### config.mk
export PLATFORM = sky130hd
export DESIGN_NAME = cnn_conv_monitor
export DESIGN_NICKNAME = d
export VERILOG_FILES = /design/src/rtl/cnn_pkg.sv /design/src/rtl/cnn_cell_cmp.sv /design/src/rtl/cnn_conv_monitor.sv
export SDC_FILE = /design/constraint.sdc
export NUM_CORES = 1
export LEC_CHECK = 0
export ABC_AREA = 0
export CAP_MARGIN = 20
export CORE_ASPECT_RATIO = 0.6
export CORE_MARGIN = 3
export CORE_UTILIZATION = 64
export DETAILED_ROUTE_END_ITERATION = 10
export HOLD_SLACK_MARGIN = 0.03
export PLACE_DENSITY = 0.88
export SLEW_MARGIN = 40
export SYNTH_ARGS = -nofsm -noshare
export SYNTH_HDL_FRONTEND = slang
export SYNTH_SLANG_ARGS = --single-unit
### constraint.sdc
create_clock -name clk -period 9.88 [get_ports clk]
set_input_delay 2.964 -clock clk [delete_from_list [all_inputs] [get_ports clk]]
set_output_delay 2.964 -clock clk [all_outputs]
set_load 0.01 [all_outputs]
### src/rtl/cnn_pkg.sv
// Shared definitions for the 4x4 cellular-network array and its convergence monitor.
package cnn_pkg;

  localparam int CNN_DATA_W  = 9;
  localparam int CNN_N_CELLS = 16;

  typedef enum logic [1:0] {
    MON_IDLE  = 2'd0,
    MON_RUN   = 2'd1,
    MON_DRAIN = 2'd2,
    MON_DONE  = 2'd3
  } mon_state_e;

  // Saturating 8-bit increment used by the sweep counter.
  function automatic logic [7:0] sat_inc8(input logic [7:0] v);
    if (v == 8'd255) begin
      return v;
    end else begin
      return v + 8'd1;
    end
  endfunction

endpackage

### src/rtl/cnn_cell_cmp.sv
// Per-cell "unchanged" comparator between the live cell output and its snapshot.
// CNN_CONV_SIGN_ONLY_EN selects a sign-bit-only compare for bipolar templates.
module cnn_cell_cmp #(
  parameter int DATA_W = 9,
  parameter int TOL    = 0
) (
  input  logic [DATA_W-1:0] cur,
  input  logic [DATA_W-1:0] prev,
  output logic              unchanged
);

`ifdef CNN_CONV_SIGN_ONLY_EN
  logic unused_low_bits_s;

  assign unused_low_bits_s = ^{cur[DATA_W-2:0], prev[DATA_W-2:0]};
  assign unchanged         = (cur[DATA_W-1] == prev[DATA_W-1]);
`else
  localparam logic [DATA_W:0] TOL_C = TOL[DATA_W:0];

  logic signed [DATA_W:0] diff_s;
  logic        [DATA_W:0] mag_s;

  // One extra bit keeps the difference of two extreme values from wrapping.
  always_comb begin
    diff_s = $signed({cur[DATA_W-1], cur}) - $signed({prev[DATA_W-1], prev});
    if (diff_s[DATA_W]) begin
      mag_s = -diff_s;
    end else begin
      mag_s = diff_s;
    end
    unchanged = (mag_s <= TOL_C);
  end
`endif

endmodule

### src/rtl/cnn_conv_monitor.sv
// Steady-state / iteration-limit monitor for the cellular array; streams the frozen frame out.
// Optional build macro: CNN_CONV_SIGN_ONLY_EN (sign-only cell compare).
module cnn_conv_monitor
  import cnn_pkg::*;
#(
  parameter int DATA_W        = CNN_DATA_W,
  parameter int N_CELLS       = CNN_N_CELLS,
  parameter int MAX_ITER      = 64,
  parameter int STABLE_SWEEPS = 2,
  parameter int TOL           = 0
) (
  input  logic                      clk,
  input  logic                      rst_n,
  input  logic                      start,
  input  logic                      sweep_tick,
  input  logic [N_CELLS*DATA_W-1:0] y_flat,
  output logic                      out_valid,
  input  logic                      out_ready,
  output logic [DATA_W-1:0]         out_data,
  output logic [3:0]                out_idx,
  output logic                      out_last,
  output logic                      busy,
  output logic                      converged,
  output logic                      timeout,
  output logic [7:0]                iter_count
);

  localparam logic [3:0] STABLE_C   = 4'(STABLE_SWEEPS);
  localparam logic [7:0] MAX_C      = 8'(MAX_ITER);
  localparam logic [3:0] LAST_IDX_C = 4'(N_CELLS - 1);

  mon_state_e          state_r, state_nxt_s;
  logic [DATA_W-1:0]   snap_r [N_CELLS];
  logic [N_CELLS-1:0]  cell_same_s;
  logic                frame_stable_s;
  logic [3:0]          stable_r, stable_nxt_s;
  logic                prev_valid_r;
  logic [7:0]          iter_r, iter_nxt_s;
  logic                conv_hit_s, tmo_hit_s;
  logic                handshake_s, clear_run_s, capture_s, enter_drain_s, advance_s;
  logic                busy_nxt_s;
  logic [3:0]          nxt_idx_s;
  logic                out_valid_r, out_last_r, busy_r, converged_r, timeout_r;
  logic [DATA_W-1:0]   out_data_r;
  logic [3:0]          out_idx_r;

  genvar g;
  generate
    for (g = 0; g < N_CELLS; g++) begin : g_cmp
      cnn_cell_cmp #(
        .DATA_W (DATA_W),
        .TOL    (TOL)
      ) u_cmp (
        .cur       (y_flat[g*DATA_W +: DATA_W]),
        .prev      (snap_r[g]),
        .unchanged (cell_same_s[g])
      );
    end
  endgenerate

  // Per-tick stability and iteration decisions; convergence takes priority over timeout.
  always_comb begin
    frame_stable_s = prev_valid_r & (&cell_same_s);
    if (frame_stable_s) begin
      stable_nxt_s = stable_r + 4'd1;
    end else begin
      stable_nxt_s = 4'd0;
    end
    iter_nxt_s = sat_inc8(iter_r);
    conv_hit_s = (stable_nxt_s == STABLE_C);
    tmo_hit_s  = ~conv_hit_s & (iter_nxt_s >= MAX_C);
  end

  // State register.
  always_ff @(posedge clk or negedge rst_n) begin
    if (!rst_n) begin
      state_r <= MON_IDLE;
    end else begin
      state_r <= state_nxt_s;
    end
  end

  // Next-state logic.
  always_comb begin
    state_nxt_s = state_r;
    case (state_r)
      MON_IDLE: begin
        if (start) state_nxt_s = MON_RUN;
        else       state_nxt_s = MON_IDLE;
      end
      MON_RUN: begin
        if (start)                                        state_nxt_s = MON_RUN;
        else if (sweep_tick && (conv_hit_s || tmo_hit_s)) state_nxt_s = MON_DRAIN;
        else                                              state_nxt_s = MON_RUN;
      end
      MON_DRAIN: begin
        if (handshake_s && out_last_r) state_nxt_s = MON_DONE;
        else                           state_nxt_s = MON_DRAIN;
      end
      MON_DONE: begin
        if (start) state_nxt_s = MON_RUN;
        else       state_nxt_s = MON_DONE;
      end
      default: state_nxt_s = MON_IDLE;
    endcase
  end

  // Output/control decode feeding the registered outputs and datapath.
  always_comb begin
    handshake_s   = out_valid_r & out_ready;
    nxt_idx_s     = out_idx_r + 4'd1;
    clear_run_s   = 1'b0;
    capture_s     = 1'b0;
    advance_s     = 1'b0;
    case (state_r)
      MON_IDLE:  clear_run_s = 1'b1;
      MON_RUN: begin
        if (start) clear_run_s = 1'b1;
        else       capture_s   = sweep_tick;
      end
      MON_DRAIN: advance_s   = handshake_s;
      MON_DONE:  clear_run_s = start;
      default:   clear_run_s = 1'b1;
    endcase
    enter_drain_s = capture_s & (conv_hit_s | tmo_hit_s);
    if ((state_nxt_s == MON_RUN) || (state_nxt_s == MON_DRAIN)) begin
      busy_nxt_s = 1'b1;
    end else begin
      busy_nxt_s = 1'b0;
    end
  end

  // Run bookkeeping: counters and end-of-run flags.
  always_ff @(posedge clk or negedge rst_n) begin
    if (!rst_n) begin
      iter_r       <= 8'd0;
      stable_r     <= 4'd0;
      prev_valid_r <= 1'b0;
      converged_r  <= 1'b0;
      timeout_r    <= 1'b0;
      busy_r       <= 1'b0;
    end else begin
      busy_r <= busy_nxt_s;
      if (clear_run_s) begin
        iter_r       <= 8'd0;
        stable_r     <= 4'd0;
        prev_valid_r <= 1'b0;
        converged_r  <= 1'b0;
        timeout_r    <= 1'b0;
      end else if (capture_s) begin
        iter_r       <= iter_nxt_s;
        stable_r     <= stable_nxt_s;
        prev_valid_r <= 1'b1;
        converged_r  <= conv_hit_s;
        timeout_r    <= tmo_hit_s;
      end
    end
  end

  // Frame snapshot, captured on every accepted sweep.
  always_ff @(posedge clk or negedge rst_n) begin
    if (!rst_n) begin
      for (int k = 0; k < N_CELLS; k++) snap_r[k] <= '0;
    end else if (capture_s) begin
      for (int k = 0; k < N_CELLS; k++) snap_r[k] <= y_flat[k*DATA_W +: DATA_W];
    end
  end

  // Stream registers; cell 0 is loaded straight from y_flat on the terminating tick.
  always_ff @(posedge clk or negedge rst_n) begin
    if (!rst_n) begin
      out_valid_r <= 1'b0;
      out_idx_r   <= 4'd0;
      out_data_r  <= '0;
      out_last_r  <= 1'b0;
    end else if (enter_drain_s) begin
      out_valid_r <= 1'b1;
      out_idx_r   <= 4'd0;
      out_data_r  <= y_flat[DATA_W-1:0];
      out_last_r  <= (LAST_IDX_C == 4'd0);
    end else if (advance_s) begin
      if (out_last_r) begin
        out_valid_r <= 1'b0;
        out_idx_r   <= 4'd0;
        out_data_r  <= '0;
        out_last_r  <= 1'b0;
      end else begin
        out_idx_r   <= nxt_idx_s;
        out_data_r  <= snap_r[nxt_idx_s];
        out_last_r  <= (nxt_idx_s == LAST_IDX_C);
      end
    end
  end

  assign out_valid  = out_valid_r;
  assign out_data   = out_data_r;
  assign out_idx    = out_idx_r;
  assign out_last   = out_last_r;
  assign busy       = busy_r;
  assign converged  = converged_r;
  assign timeout    = timeout_r;
  assign iter_count = iter_r;

endmodule
==> qor.yml <==
sta:
  slew_viol_final: 0
  max_freq_mhz: 132.2
  setup_ws_ns: 2.316
  relSlewSlack_pct: 38.68
  hold_viol_final: 0
  setup_tns_ns: 0
  clock_skew_ns: 0.01571
  fin_crit_ns: 7.564
  worst_pin_slew_ns: 0.9128
  fin_crit_sh_pct: 76.56
  rsz0062_at_grt: "false"
  setup_viol: 0
worst_setup_path:
  r2r_start: "snap_r[72]"
  slowest_delay_ns: 0.72
  path_buf_inv: 4
  cp-end-kind: "flop"
  path_max_fanout: 18
  cpMostUsedCell: "inv_1"
  r2r_cells: 14
  crit_family: "simple AND/OR/NAND/NOR gates"
  crit_slowest_cell: "a211oi_1"
  reg2reg_to: "out_idx[0]"
  critPathLaunchType: "input pin"
  crit_path_end: "out_idx[0]"
  cp.arrival_ns: 7.87
  cp.depth: 16
  startpoint: "y_flat[63]"
  critPathKind: "in2reg"
  crit_chain: "clkdlybuf4s50_1, inv_1, ha_1, inv_1, fa_1, xnor2_1, nand3b_1, nand2b_1, a211oi_1, o221a_2, nand4b_1, nor4bb_1, nand3_1, buf_4, nor3_1, o21ai_0"
  critPathRequiredTime_ns: 10.19
  rrSetupSlack_ns: 4.84
final_layout:
  antennaDiodeCount: 0
  drive_gt1_share_pct: 5.726
  multi_input_area_mm2: 0.01263
  post-route-util_pct: 74.53
  regArea_mm2: 0.004431
  finalInstanceArea_mm2: 0.02064
  nets: 2640
  areaGrowthSynthToFinish_pct: 13.95
  fillers: 2027
floorplan:
  io_pins: 175
  initial_core_util_pct: 65.40
  rows: 47
  core_area_mm2: 0.02770
  die-area_mm2: 0.03043
  dieHeight_um: 136.3
  die_width_um: 223.2
place:
  dp_hpwl_um: 51970
  gp_congestion: 1.071
  postPlaceCellArea_mm2: 0.02007
  port_buffers: 174
  dpl_worst_slack_ns: 2.026
route:
  dr_total_vias: 18732
  drc_errors: 0
  drt_first_pass_iters: 7
  drt.antenna.violating_nets: 0
  drt_wl_total_um: 65160
  wl_per_cell_um: 24.07
  drt_iter0_drc: 2600
  viasPerCell: 6.920
synth:
  synthArstFlopShare_pct: 100.0
  synth_area_leaders: "dfrtp_1 24%, ha_1 10%, o21ai_0 5.9%"
  synth_commonest_cells: "265 x nand2_1, 212 x o21ai_0, 192 x inv_1, 177 x dfrtp_1, 148 x ha_1"
  ys_seq_area_share_pct: 24.45
  yosys_warnings: 0
  ys_ff_latch: 177
  syn_inst: 2212
  yosysUniqueCellTypes: 89
  syn_area_mm2: 0.01811
  syn-num-nets: 2525
  synth_top_area_share_pct: 24.45
  synth_most_common_cell: "nand2_1"
  synth-edff-count: 0
  syn_area_per_cell_um2: 8.189
  synth.largest_area_cell: "dfrtp_1"
  synthFlopType: "dfrtp_1"
grt:
  grt_pass1_vias: 17229
  grt_start_max_net_pins: 103
  overflow: 0
  track_usage_pct: 42.38
  grt_pass1_wl_um: 99390
  antenna_found_initial: 2
run_status:
  status: "finished clean"
clock_tree:
  clk_pin_slew_worst_paths_ns: 0.07
  postCtsHoldBufs: 0
  clk-insertion-delay-late_ns: 0.47
  cts_sinks: 177
  cts_tree: "yes"
  cts_resized: 0
  cts-root-buf: "clkbuf_16"
  htreeDepth: 4
  cts_made_buffers: 17
  post_cts_buffers: 0
  cts_buffer_depth: 2
power:
  p_leak_nw: 8.735
  p_comb_share_pct: 54.7
  ir_drop_mv: 0.1288
  p_seq_share_pct: 25.3
  power_switching_mw: 1.616
  power_frac_clock_pct: 20.1
  p_int_mw: 1.875
  switching_share_pct: 46.30
  power_density_mw_per_mm2: 169.1
run:
  maxCapViolations: 0
worst_hold_path:
  hp-class: "reg2reg"
## stage by stage
step / total power [mW] / hold WS (ns) / instances
4_1_cts: 3.398 / 0.5074 / 2707
2_1_floorplan: 2.109 / 0.4477 / 2212
3_3_place_gp: 2.645 / 0.4629 / 2675
3_5_place_dp: 2.694 / 0.4856 / 2675
5_1_grt: 3.646 / 0.5306 / 2707
6_report: 3.491 / 0.5083 / 2707
## layout make-up
type / instances / area share, %
inverter: 192 / 3.491
timing repair buffer: 184 / 8.862
clock buffer: 19 / 2.146
clock inverter: 13 / 0.6122
sequential: 177 / 21.46
tap: 367 / 2.225
multi-input combinational: 1755 / 61.20
## layout by cell type, fill, tap and decap left out, types with 29 or more instances in the layout
cell type | synthesis | final
nand2_1 | 265 | 265
o21ai_0 | 212 | 212
inv_1 | 192 | 192
dfrtp_1 | 177 | 176
clkdlybuf4s50_1 | 0 | 173
ha_1 | 148 | 148
a21oi_1 | 116 | 116
nor2_1 | 94 | 94
xnor2_1 | 86 | 86
nand3_1 | 62 | 62
a21o_1 | 49 | 49
xor2_1 | 46 | 45
mux4_2 | 45 | 45
nor3_1 | 41 | 41
or3_1 | 38 | 38
nor2b_1 | 37 | 37
a31oi_1 | 32 | 32
nor4_1 | 29 | 29
## worst min-delay path: stages, from the launching register on
cell and delay [ns]:
dfrtp_1 0.36, nand2_1 0.05, o21ai_0 0.06
## worst min-delay path by stage
stage                            start            to  slack (ns)  cells past startpoint
after floorplan           prev_valid_r  prev_valid_r        0.45                      2
after global placement       converged     converged        0.46                      2
after detailed placement       timeout       timeout        0.49                      2
after CTS                      timeout       timeout        0.51                      2
after global routing         converged     converged        0.53                      2
final                          timeout       timeout        0.51                      2
## kinds of logic (layout without fill, tap and decap cells)
group                      Yosys count  count (layout)  synth area share [%]
muxes                               55              55                 6.147
and+or+nand+nor                    745             745                 21.25
xor gates and xnor gates           132             132                 6.382
adders and majority gates          164             164                 11.99
AOI/OAI and AO/OA                  659             659                 23.86
DFF                                177             177                 24.45
buffers and inverters              280             408                 5.926
## power by group through the flow
stage / registers [mW] / clock network (mW) / logic, mW
after floorplan: 0.848 / 0 / 1.26
after global placement: 0.886 / 0 / 1.76
after detailed placement: 0.888 / 0 / 1.81
after CTS: 0.876 / 0.698 / 1.82
after global routing: 0.886 / 0.724 / 2.04
final: 0.882 / 0.701 / 1.91
## layer usage
layer	part of all wire (%)	GRT usage, %
met1	42	63.02
met2	39	57.98
met3	15	14.33
met4	3.0	12.20
met5	0.046	0
## flip-flops by register name, summed over array words and instances, names as in the netlist
signal / count
out_last: 1
timeout: 1
stable_r: 4
busy: 1
out_idx: 4
out_data: 9
state_r: 2
out_valid: 1
converged: 1
prev_valid_r: 1
snap_r: 144
iter_count: 8
(Power assumes the default switching activity.)
